`src/rtl/nf10_pbs_rr_arbiter_if.sv`:
```
// PBS bus bundle: flattened per-source request/write side plus the merged port to the bridge.
interface nf10_pbs_rr_arbiter_if #(
  parameter int N  = 4,
  parameter int DW = 64,
  parameter int CW = 8
);
  logic [N-1:0]    S_PBS_REQ;
  logic [N*DW-1:0] S_PBS_DATA;
  logic [N*CW-1:0] S_PBS_CTRL;
  logic [N-1:0]    S_PBS_WR;
  logic [N-1:0]    S_PBS_RDY;
  logic [DW-1:0]   M_PBS_DATA;
  logic [CW-1:0]   M_PBS_CTRL;
  logic            M_PBS_WR;
  logic            M_PBS_RDY;

  modport slave (
    input  S_PBS_REQ, S_PBS_DATA, S_PBS_CTRL, S_PBS_WR, M_PBS_RDY,
    output S_PBS_RDY, M_PBS_DATA, M_PBS_CTRL, M_PBS_WR
  );

  modport master (
    output S_PBS_REQ, S_PBS_DATA, S_PBS_CTRL, S_PBS_WR, M_PBS_RDY,
    input  S_PBS_RDY, M_PBS_DATA, M_PBS_CTRL, M_PBS_WR
  );
endinterface

```
`src/rtl/nf10_pbs_rr_arbiter.sv`:
```
// Packet-granular round-robin arbiter merging N PBS sources into one registered PBS port.
// Optional framing checker enabled by defining PBS_ARB_PROTO_CHK_EN.
//
// state | meaning
// IDLE  | no grant; all source RDY low; picks next requester after last_grant
// BUSY  | source GRANT_ID owns the port until its EOP word is accepted
module nf10_pbs_rr_arbiter #(
  parameter int C_NUM_INPUTS     = 4,
  parameter int C_PBS_DATA_WIDTH = 64,
  parameter int C_PBS_CTRL_WIDTH = 8
) (
  input  logic                    ACLK,
  input  logic                    ARESETN,
  nf10_pbs_rr_arbiter_if.slave    pbs,
  output logic [2:0]              GRANT_ID,
  output logic [C_NUM_INPUTS-1:0] PROTO_ERR
);
  localparam int N  = C_NUM_INPUTS;
  localparam int DW = C_PBS_DATA_WIDTH;
  localparam int CW = C_PBS_CTRL_WIDTH;
  localparam logic [CW-1:0] CTRL_HDR = '1;

  typedef enum logic {IDLE, BUSY} state_t;

  state_t        state, state_next;
  logic [2:0]    last_grant, grant_next;
  logic          found, start, accept, is_eop, g_wr;
  logic [DW-1:0] g_data;
  logic [CW-1:0] g_ctrl;

  always_comb begin
    g_data = '0;
    g_ctrl = '0;
    g_wr   = 1'b0;
    for (int i = 0; i < N; i++) begin
      if (GRANT_ID == 3'(i)) begin
        g_data = pbs.S_PBS_DATA[i*DW +: DW];
        g_ctrl = pbs.S_PBS_CTRL[i*CW +: CW];
        g_wr   = pbs.S_PBS_WR[i];
      end
    end
  end

  // First pass looks above last_grant, second pass wraps to the lowest requester.
  always_comb begin
    grant_next = last_grant;
    found      = 1'b0;
    for (int i = 0; i < N; i++) begin
      if (!found && pbs.S_PBS_REQ[i] && (3'(i) > last_grant)) begin
        found      = 1'b1;
        grant_next = 3'(i);
      end
    end
    for (int i = 0; i < N; i++) begin
      if (!found && pbs.S_PBS_REQ[i]) begin
        found      = 1'b1;
        grant_next = 3'(i);
      end
    end
  end

  assign is_eop = (g_ctrl != '0) && (g_ctrl != CTRL_HDR);

  always_ff @(posedge ACLK or negedge ARESETN) begin
    if (!ARESETN) state <= IDLE;
    else          state <= state_next;
  end

  always_comb begin
    state_next    = state;
    start         = 1'b0;
    accept        = 1'b0;
    pbs.S_PBS_RDY = '0;
    case (state)
      IDLE: begin
        if (|pbs.S_PBS_REQ) begin
          start      = 1'b1;
          state_next = BUSY;
        end
      end
      BUSY: begin
        for (int i = 0; i < N; i++)
          pbs.S_PBS_RDY[i] = (GRANT_ID == 3'(i)) && pbs.M_PBS_RDY;
        accept = g_wr && pbs.M_PBS_RDY;
        if (accept && is_eop) state_next = IDLE;
      end
      default: state_next = IDLE;
    endcase
  end

  always_ff @(posedge ACLK or negedge ARESETN) begin
    if (!ARESETN) begin
      last_grant     <= 3'(N-1);
      GRANT_ID       <= '0;
      pbs.M_PBS_WR   <= 1'b0;
      pbs.M_PBS_DATA <= '0;
      pbs.M_PBS_CTRL <= '0;
    end else begin
      pbs.M_PBS_WR <= accept;
      if (accept) begin
        pbs.M_PBS_DATA <= g_data;
        pbs.M_PBS_CTRL <= g_ctrl;
      end
      if (start) GRANT_ID <= grant_next;
      if (accept && is_eop) last_grant <= GRANT_ID;
    end
  end

`ifdef PBS_ARB_PROTO_CHK_EN
  logic first_word;

  // Header must be the first word of a grant and only the first word.
  always_ff @(posedge ACLK or negedge ARESETN) begin
    if (!ARESETN) begin
      first_word <= 1'b0;
      PROTO_ERR  <= '0;
    end else begin
      if (start)       first_word <= 1'b1;
      else if (accept) first_word <= 1'b0;
      if (accept && (first_word ? (g_ctrl != CTRL_HDR) : (g_ctrl == CTRL_HDR))) begin
        for (int i = 0; i < N; i++)
          if (GRANT_ID == 3'(i)) PROTO_ERR[i] <= 1'b1;
      end
    end
  end
`else
  assign PROTO_ERR = '0;
`endif
endmodule

```
`src/flat_wrapper.sv`:
```
// flat-port wrapper written by rule: the top's interface ports become plain ports
module nf10_pbs_rr_arbiter_flat 
#(
  parameter int C_NUM_INPUTS     = 4,
  parameter int C_PBS_DATA_WIDTH = 64,
  parameter int C_PBS_CTRL_WIDTH = 8
)
  (ACLK, ARESETN, GRANT_ID, PROTO_ERR, pbs_S_PBS_REQ, pbs_S_PBS_DATA, pbs_S_PBS_CTRL, pbs_S_PBS_WR, pbs_M_PBS_RDY, pbs_S_PBS_RDY, pbs_M_PBS_DATA, pbs_M_PBS_CTRL, pbs_M_PBS_WR);
  nf10_pbs_rr_arbiter_if #(.N((4)), .DW((64)), .CW((8))) pbs_i ();
  input  logic ACLK;
  input  logic ARESETN;
  output logic [2:0] GRANT_ID;
  output logic [C_NUM_INPUTS-1:0] PROTO_ERR;
  input wire logic [$bits(pbs_i.S_PBS_REQ)-1:0] pbs_S_PBS_REQ;
  input wire logic [$bits(pbs_i.S_PBS_DATA)-1:0] pbs_S_PBS_DATA;
  input wire logic [$bits(pbs_i.S_PBS_CTRL)-1:0] pbs_S_PBS_CTRL;
  input wire logic [$bits(pbs_i.S_PBS_WR)-1:0] pbs_S_PBS_WR;
  input wire logic [$bits(pbs_i.M_PBS_RDY)-1:0] pbs_M_PBS_RDY;
  output wire logic [$bits(pbs_i.S_PBS_RDY)-1:0] pbs_S_PBS_RDY;
  output wire logic [$bits(pbs_i.M_PBS_DATA)-1:0] pbs_M_PBS_DATA;
  output wire logic [$bits(pbs_i.M_PBS_CTRL)-1:0] pbs_M_PBS_CTRL;
  output wire logic [$bits(pbs_i.M_PBS_WR)-1:0] pbs_M_PBS_WR;
  assign pbs_i.S_PBS_REQ = pbs_S_PBS_REQ;
  assign pbs_i.S_PBS_DATA = pbs_S_PBS_DATA;
  assign pbs_i.S_PBS_CTRL = pbs_S_PBS_CTRL;
  assign pbs_i.S_PBS_WR = pbs_S_PBS_WR;
  assign pbs_i.M_PBS_RDY = pbs_M_PBS_RDY;
  assign pbs_S_PBS_RDY = pbs_i.S_PBS_RDY;
  assign pbs_M_PBS_DATA = pbs_i.M_PBS_DATA;
  assign pbs_M_PBS_CTRL = pbs_i.M_PBS_CTRL;
  assign pbs_M_PBS_WR = pbs_i.M_PBS_WR;
  nf10_pbs_rr_arbiter #(.C_NUM_INPUTS(C_NUM_INPUTS), .C_PBS_DATA_WIDTH(C_PBS_DATA_WIDTH), .C_PBS_CTRL_WIDTH(C_PBS_CTRL_WIDTH)) u_core (.ACLK(ACLK), .ARESETN(ARESETN), .pbs(pbs_i), .GRANT_ID(GRANT_ID), .PROTO_ERR(PROTO_ERR));
endmodule
```
`config.mk`:
```
export PLATFORM = sky130hd
export DESIGN_NAME = nf10_pbs_rr_arbiter_flat
export DESIGN_NICKNAME = d
export VERILOG_FILES = /design/src/rtl/nf10_pbs_rr_arbiter_if.sv /design/src/rtl/nf10_pbs_rr_arbiter.sv /design/src/flat_wrapper.sv
export SDC_FILE = /design/constraint.sdc
export NUM_CORES = 1
export LEC_CHECK = 0
export BUFFER_PORTS_ARGS = -buffer_cell sky130_fd_sc_hd__buf_4
export CORE_AREA = 2 2 150 152
export CTS_BUF_LIST = sky130_fd_sc_hd__clkbuf_8
export CTS_CLUSTER_DIAMETER = 100
export DETAILED_ROUTE_END_ITERATION = 12
export DIE_AREA = 0 0 152 154
export PLACE_DENSITY = 0.58
export SLEW_MARGIN = 20
export SYNTH_ARGS = -nofsm -noshare
export SYNTH_HDL_FRONTEND = slang
export SYNTH_SLANG_ARGS = --single-unit
```
`constraint.sdc`:
```
create_clock -name ACLK -period 3.7 [get_ports ACLK]
set_input_delay 0.74 -clock ACLK [delete_from_list [all_inputs] [get_ports ACLK]]
set_output_delay 0.74 -clock ACLK [all_outputs]
set_load 0.05 [all_outputs]
```
# Word level (Yosys, flattened, before mapping)
# Index checks and enable logic that the tools add are counted.
# W data, S select, Z words.
word_totals:
  reg_bits: 80
  inputBits: 299
  output_inout_bits: 84
  word_cells: 77
op_classes:
  order_cmp: 4
  eq_ne: 4
  muxes: 33
  n_bitwise: 1
  reduce_logical: 29
ops:
  columns: ["cell", "n"]
  rows:
  - ["$mux W64", 4]
  - ["$mux W8", 4]
  - ["$mux W3", 8]
  - ["$logic_and A1 B1 Y1", 19]
  - ["$mux W1", 15]
  - ["$ne A8 B8 Y1 const B", 1]
  - ["$reduce_bool A8 Y1", 1]
  - ["$logic_not A1 Y1", 7]
  - ["$eq A3 B2 Y1 const B", 2]
  - ["$gt A1 B3 Y1 const A", 2]
  - ["$gt A2 B3 Y1 const A", 2]
  - ["$mux W4", 1]
  - ["$reduce_or A4 Y1", 1]
  - ["$eq A3 B1 Y1 const B", 1]
  - ["$logic_not A3 Y1", 1]
  - ["$pmux W1 S2", 1]
  - ["$not A1 Y1", 1]

# Depth between registers and ports, before layout
depth:
  depth_word: 27
  mapped_depth: 9
  mapped_depth_nobuf: 6

# Least setup slack after synthesis
# Ideal clock, no wire load.
synth_timing:
  path_type: "register to output"
  start: "reg u_core.GRANT_ID[0]"
  end: "out pbs_S_PBS_RDY[2]"
  t_arrival_ns: 2.483
  slack_ns: 0.477
  path_stages_with_launch: 6
  path_cell_list: "dfrtp_1 > buf_6 > buf_2 > buf_4 > buf_2 > nor3b_1"
synth_via:
  elab_chain_cells: 3
synth_lines:
  columns: ["element", "line", "text"]
  rows:
  - ["start, declared", "nf10_pbs_rr_arbiter.sv:15", "output logic [2:0] GRANT_ID,"]
  - ["start signal, assigned", "nf10_pbs_rr_arbiter.sv:104", "if (start) GRANT_ID <= grant_next;"]
  - ["$eq A3 B2 Y1", "nf10_pbs_rr_arbiter.sv:83", "pbs.S_PBS_RDY[i] = (GRANT_ID == 3'(i)) && pbs.M_PBS_RDY;"]
  - ["$logic_and A1 B1 Y1", "nf10_pbs_rr_arbiter.sv:83", null]
  - ["$mux W4", "nf10_pbs_rr_arbiter.sv:74", "case (state)"]
  - ["end, declared", "flat_wrapper.sv:19", "output wire logic [$bits(pbs_i.S_PBS_RDY)-1:0] pbs_S_PBS_RDY;"]
# No other way between the ends.

# Final worst setup path
layout_timing:
  start: "reg u_core.GRANT_ID[1]"
  end: "out pbs_S_PBS_RDY[2]"
# The elaborated chain is that of the path after synthesis.

==> impl_metrics.json <==
{
  "dr.first_iter.drc_count": 242,
  "flow.area_growth_from_synthesis_pct": 57.28,
  "setup_violations": 0,
  "fin_hold_ws_ns": 0.4524,
  "synth_seq_cells": 80,
  "peakVddDrop_v": 0.0004704,
  "yosys_most_used_dff": "dfrtp_1",
  "routabilityCongestion": 0.7955,
  "timing.final.crit_share": 0.8401,
  "finish.instance_area_um2": 8775,
  "power_density_over_the_cells_nw_per_um2": 777.2,
  "grt_antenna_before_repair": 0,
  "slew_headroom": 0.4845,
  "post_synth_fa_ha_maj_area_fraction": 0,
  "layout_common_cells": "buf_4 (385), o21ai_0 (75), dfrtp_1 (75), nand2_1 (71)",
  "grt_pass1_vias": 5409,
  "worstPathMaxFanout": 50,
  "iteration_count_of_the_initial_detailed_routing_pass": 5,
  "grt_overflow": 0,
  "detailedPlacementHpwl_um": 15850,
  "pin_count_of_the_biggest_net_entering_global_routing": 77,
  "rsz0062_at_grt": "false",
  "detailroute.via_count": 5311,
  "ctsLongestPathBuffers": 2,
  "final-hold-violation-count": 0,
  "synth.cell_area_um2": 5579,
  "synth_xor_area_frac": 0.001570,
  "timing_worst_slew_pin_value_ns": 0.7733,
  "muxShareOfSynthArea": 0.2918,
  "io-pin-count": 383,
  "insertedDiodeCount": 0,
  "syn-instance-count": 506,
  "top_area_cell_type_share_of_the_netlist_area": 0.3499,
  "final-seq-area_um2": 2013,
  "critPathMaxStageDelay_ns": 0.86,
  "tritoncts": "built",
  "ys_types": 57,
  "crit_top_cell": "buf_4",
  "clock_sinks": 80,
  "cp-end-kind": "output pin",
  "synth_edf_count": 0,
  "fp.dieArea_um2": 23410,
  "postPlaceCellArea_um2": 8576,
  "period_needed_ns": 3.108,
  "layout.cells.most_common": "buf_4",
  "critical_path.slowest_cell": "dfrtp_4",
  "maxSlewViolCount": 0,
  "dieWidth_um": 152,
  "synth_top_cell_by_area": "dfrtp_1",
  "synth_compound_area_frac": 0.1202,
  "yosysWarningCount": 0,
  "clock.fmax_mhz": 321.7,
  "cap_violations": 0,
  "hold_buffers": 0,
  "detail_route.wirelength_um": 20020,
  "fillerInstances": 2230,
  "average_cell_area_after_synthesis_um2": 11.03,
  "finalNetCount": 1156,
  "insertion_delay_ns": 0.36,
  "routedWlPerCell_um": 17.53,
  "min_path_type": "in2async",
  "tritoncts_buffers": 9,
  "ctsResizeCount": 0,
  "run_status": "finished, final reports clean",
  "timing.critical_path.arrival_ns": 2.37,
  "post-cts-setup-buffers": 0,
  "preCtsSetupSlack_ns": 0.8900,
  "ctsRootBufferMaster": "clkbuf_8",
  "r2r_slack_ns": 0.90,
  "start_util": 0.2572,
  "worst_ep_required_time_ns": 2.96,
  "final_critical_path_setup_slack_ns": 0.5918,
  "clk_transition_reported_paths_ns": 0.09,
  "power.static_leakage_nw": 4.253,
  "critical_path.cell_chain": "buf_4, nor3b_1, buf_4",
  "grt_pass1_wl_um": 30820,
  "core_um2": 21690,
  "layout.core_utilization": 0.4046,
  "clock_skew_ns": 0.01559,
  "route.detailed.vias_per_inst": 4.651,
  "startpoint_kind_of_the_worst_setup_timing_path": "register",
  "route.antenna.remaining_nets": 0,
  "htree_num_levels": 3,
  "synthTopCellsByArea": "dfrtp_1 (35%), mux4_2 (26%), nand2b_1 (7.3%), o21ai_0 (6.7%), nand2_1 (4.8%)",
  "die_h_um": 154,
  "ys_async_sr_fraction": 1.000,
  "portBuffers": 378,
  "synth.yosys.seq_area_share": 0.3593,
  "share_of_synthesized_cell_area_in_and_or_nand_and_nor_gates": 0.1682,
  "timing.setup.tns_ns": 0,
  "post-route-drc-count": 0,
  "num_rows": 54,
  "main_combinational_cell_family_by_area_after_synthesis": "multiplexers",
  "groute.usage.overall": 0.1663,
  "critPathKind": "reg2out",
  "multi_input_comb_area_um2": 3268,
  "drive_above_1_share": 0.5708
}
## sequential cells by signal, summed over array words and instances (netlist names)
signal                 cells
u_core.pbs.M_PBS_DATA     64
u_core.pbs.M_PBS_CTRL      8
u_core.GRANT_ID            3
u_core.last_grant          3
u_core.pbs.M_PBS_WR        1
u_core.state               1
## report_power, final
part	switching (mW)	internal, mW	leakage (nW)
clock network	0.343	0.327	0.101
registers	0.370	1.29	0.985
logic	2.71	1.78	3.17
## Yosys cell counts (2+ instances only)
cell type  number
buf_4           5
clkbuf_1       27
o211ai_1        4
a21oi_1        12
mux2_2          3
mux2_4          5
and3b_2         3
a211oi_1        4
a22oi_1         3
buf_6           3
nand2b_1       65
or4_1           2
dfstp_2         2
buf_2           9
o21bai_1        2
mux2i_1         4
nor2_1          9
nor3_1          5
dfrtp_1        78
o21ai_0        75
nor2b_1         4
clkbuf_8        3
mux4_2         64
a21oi_2         3
nor4bb_1        2
inv_1           9
nand2_1        71
## cells by family after synthesis
kind of cell           count (synthesis)
multiplexers                          78
other                                  1
buffers and inverters                 58
AND/OR/NAND/NOR                      174
AO/OA/AOI/OAI                        114
flip-flops                            80
XOR/XNOR                               1
## per-layer routing
| layer | share of wire | vias up | track usage |
|---|---|---|---|
| li1 | - | 2551 | - |
| met1 | 0.40 | 2527 | 0.2035 |
| met2 | 0.53 | 214 | 0.2941 |
| met3 | 0.059 | 19 | 0.03326 |
| met4 | 0.017 | 0 | 0.05385 |
| met5 | 0 | - | 0 |
## critical path, delay by kind of cell, from the launching register on
kind | cells | cell delay (ns)
buf+inv | 2 | 0.81
flops | 1 | 0.86
simple gates | 1 | 0.24
## final timing paths
kind | from | end | depth (start not counted)
worst max-delay path | u_core.GRANT_ID[1]$_DFFE_PN0P_ | pbs_S_PBS_RDY[2] | 3
worst min-delay path | ARESETN | u_core.pbs.M_PBS_CTRL[6]$_DFFE_PN0P_ | 1
worst max register to register | u_core.GRANT_ID[1]$_DFFE_PN0P_ | u_core.last_grant[1]$_DFFE_PN1P_ | 6
worst min register to register | u_core.pbs.M_PBS_DATA[50]$_DFFE_PN0P_ | u_core.pbs.M_PBS_DATA[50]$_DFFE_PN0P_ | 2
max in group asynchronous | ARESETN | u_core.pbs.M_PBS_DATA[40]$_DFFE_PN0P_ | 2
min in group ACLK | u_core.pbs.M_PBS_DATA[50]$_DFFE_PN0P_ | u_core.pbs.M_PBS_DATA[50]$_DFFE_PN0P_ | 2
## per-stage QoR
step / instances / power (mW)
3_3_place_gp: 1126 / 6.216
4_1_cts: 1142 / 6.939
2_1_floorplan: 509 / 4.881
5_1_grt: 1142 / 7.293
3_5_place_dp: 1126 / 6.249
6_report: 1142 / 6.820
## final cells by class
type / instances / area share
multi-input cells: 371 / 0.3725
repair buffers: 386 / 0.3317
flip-flops and latches: 80 / 0.2294
well taps: 280 / 0.03993
clock buffers: 10 / 0.01569
clock inverters: 6 / 0.006987
inverters: 9 / 0.003850
(Power assumes the default switching activity.)
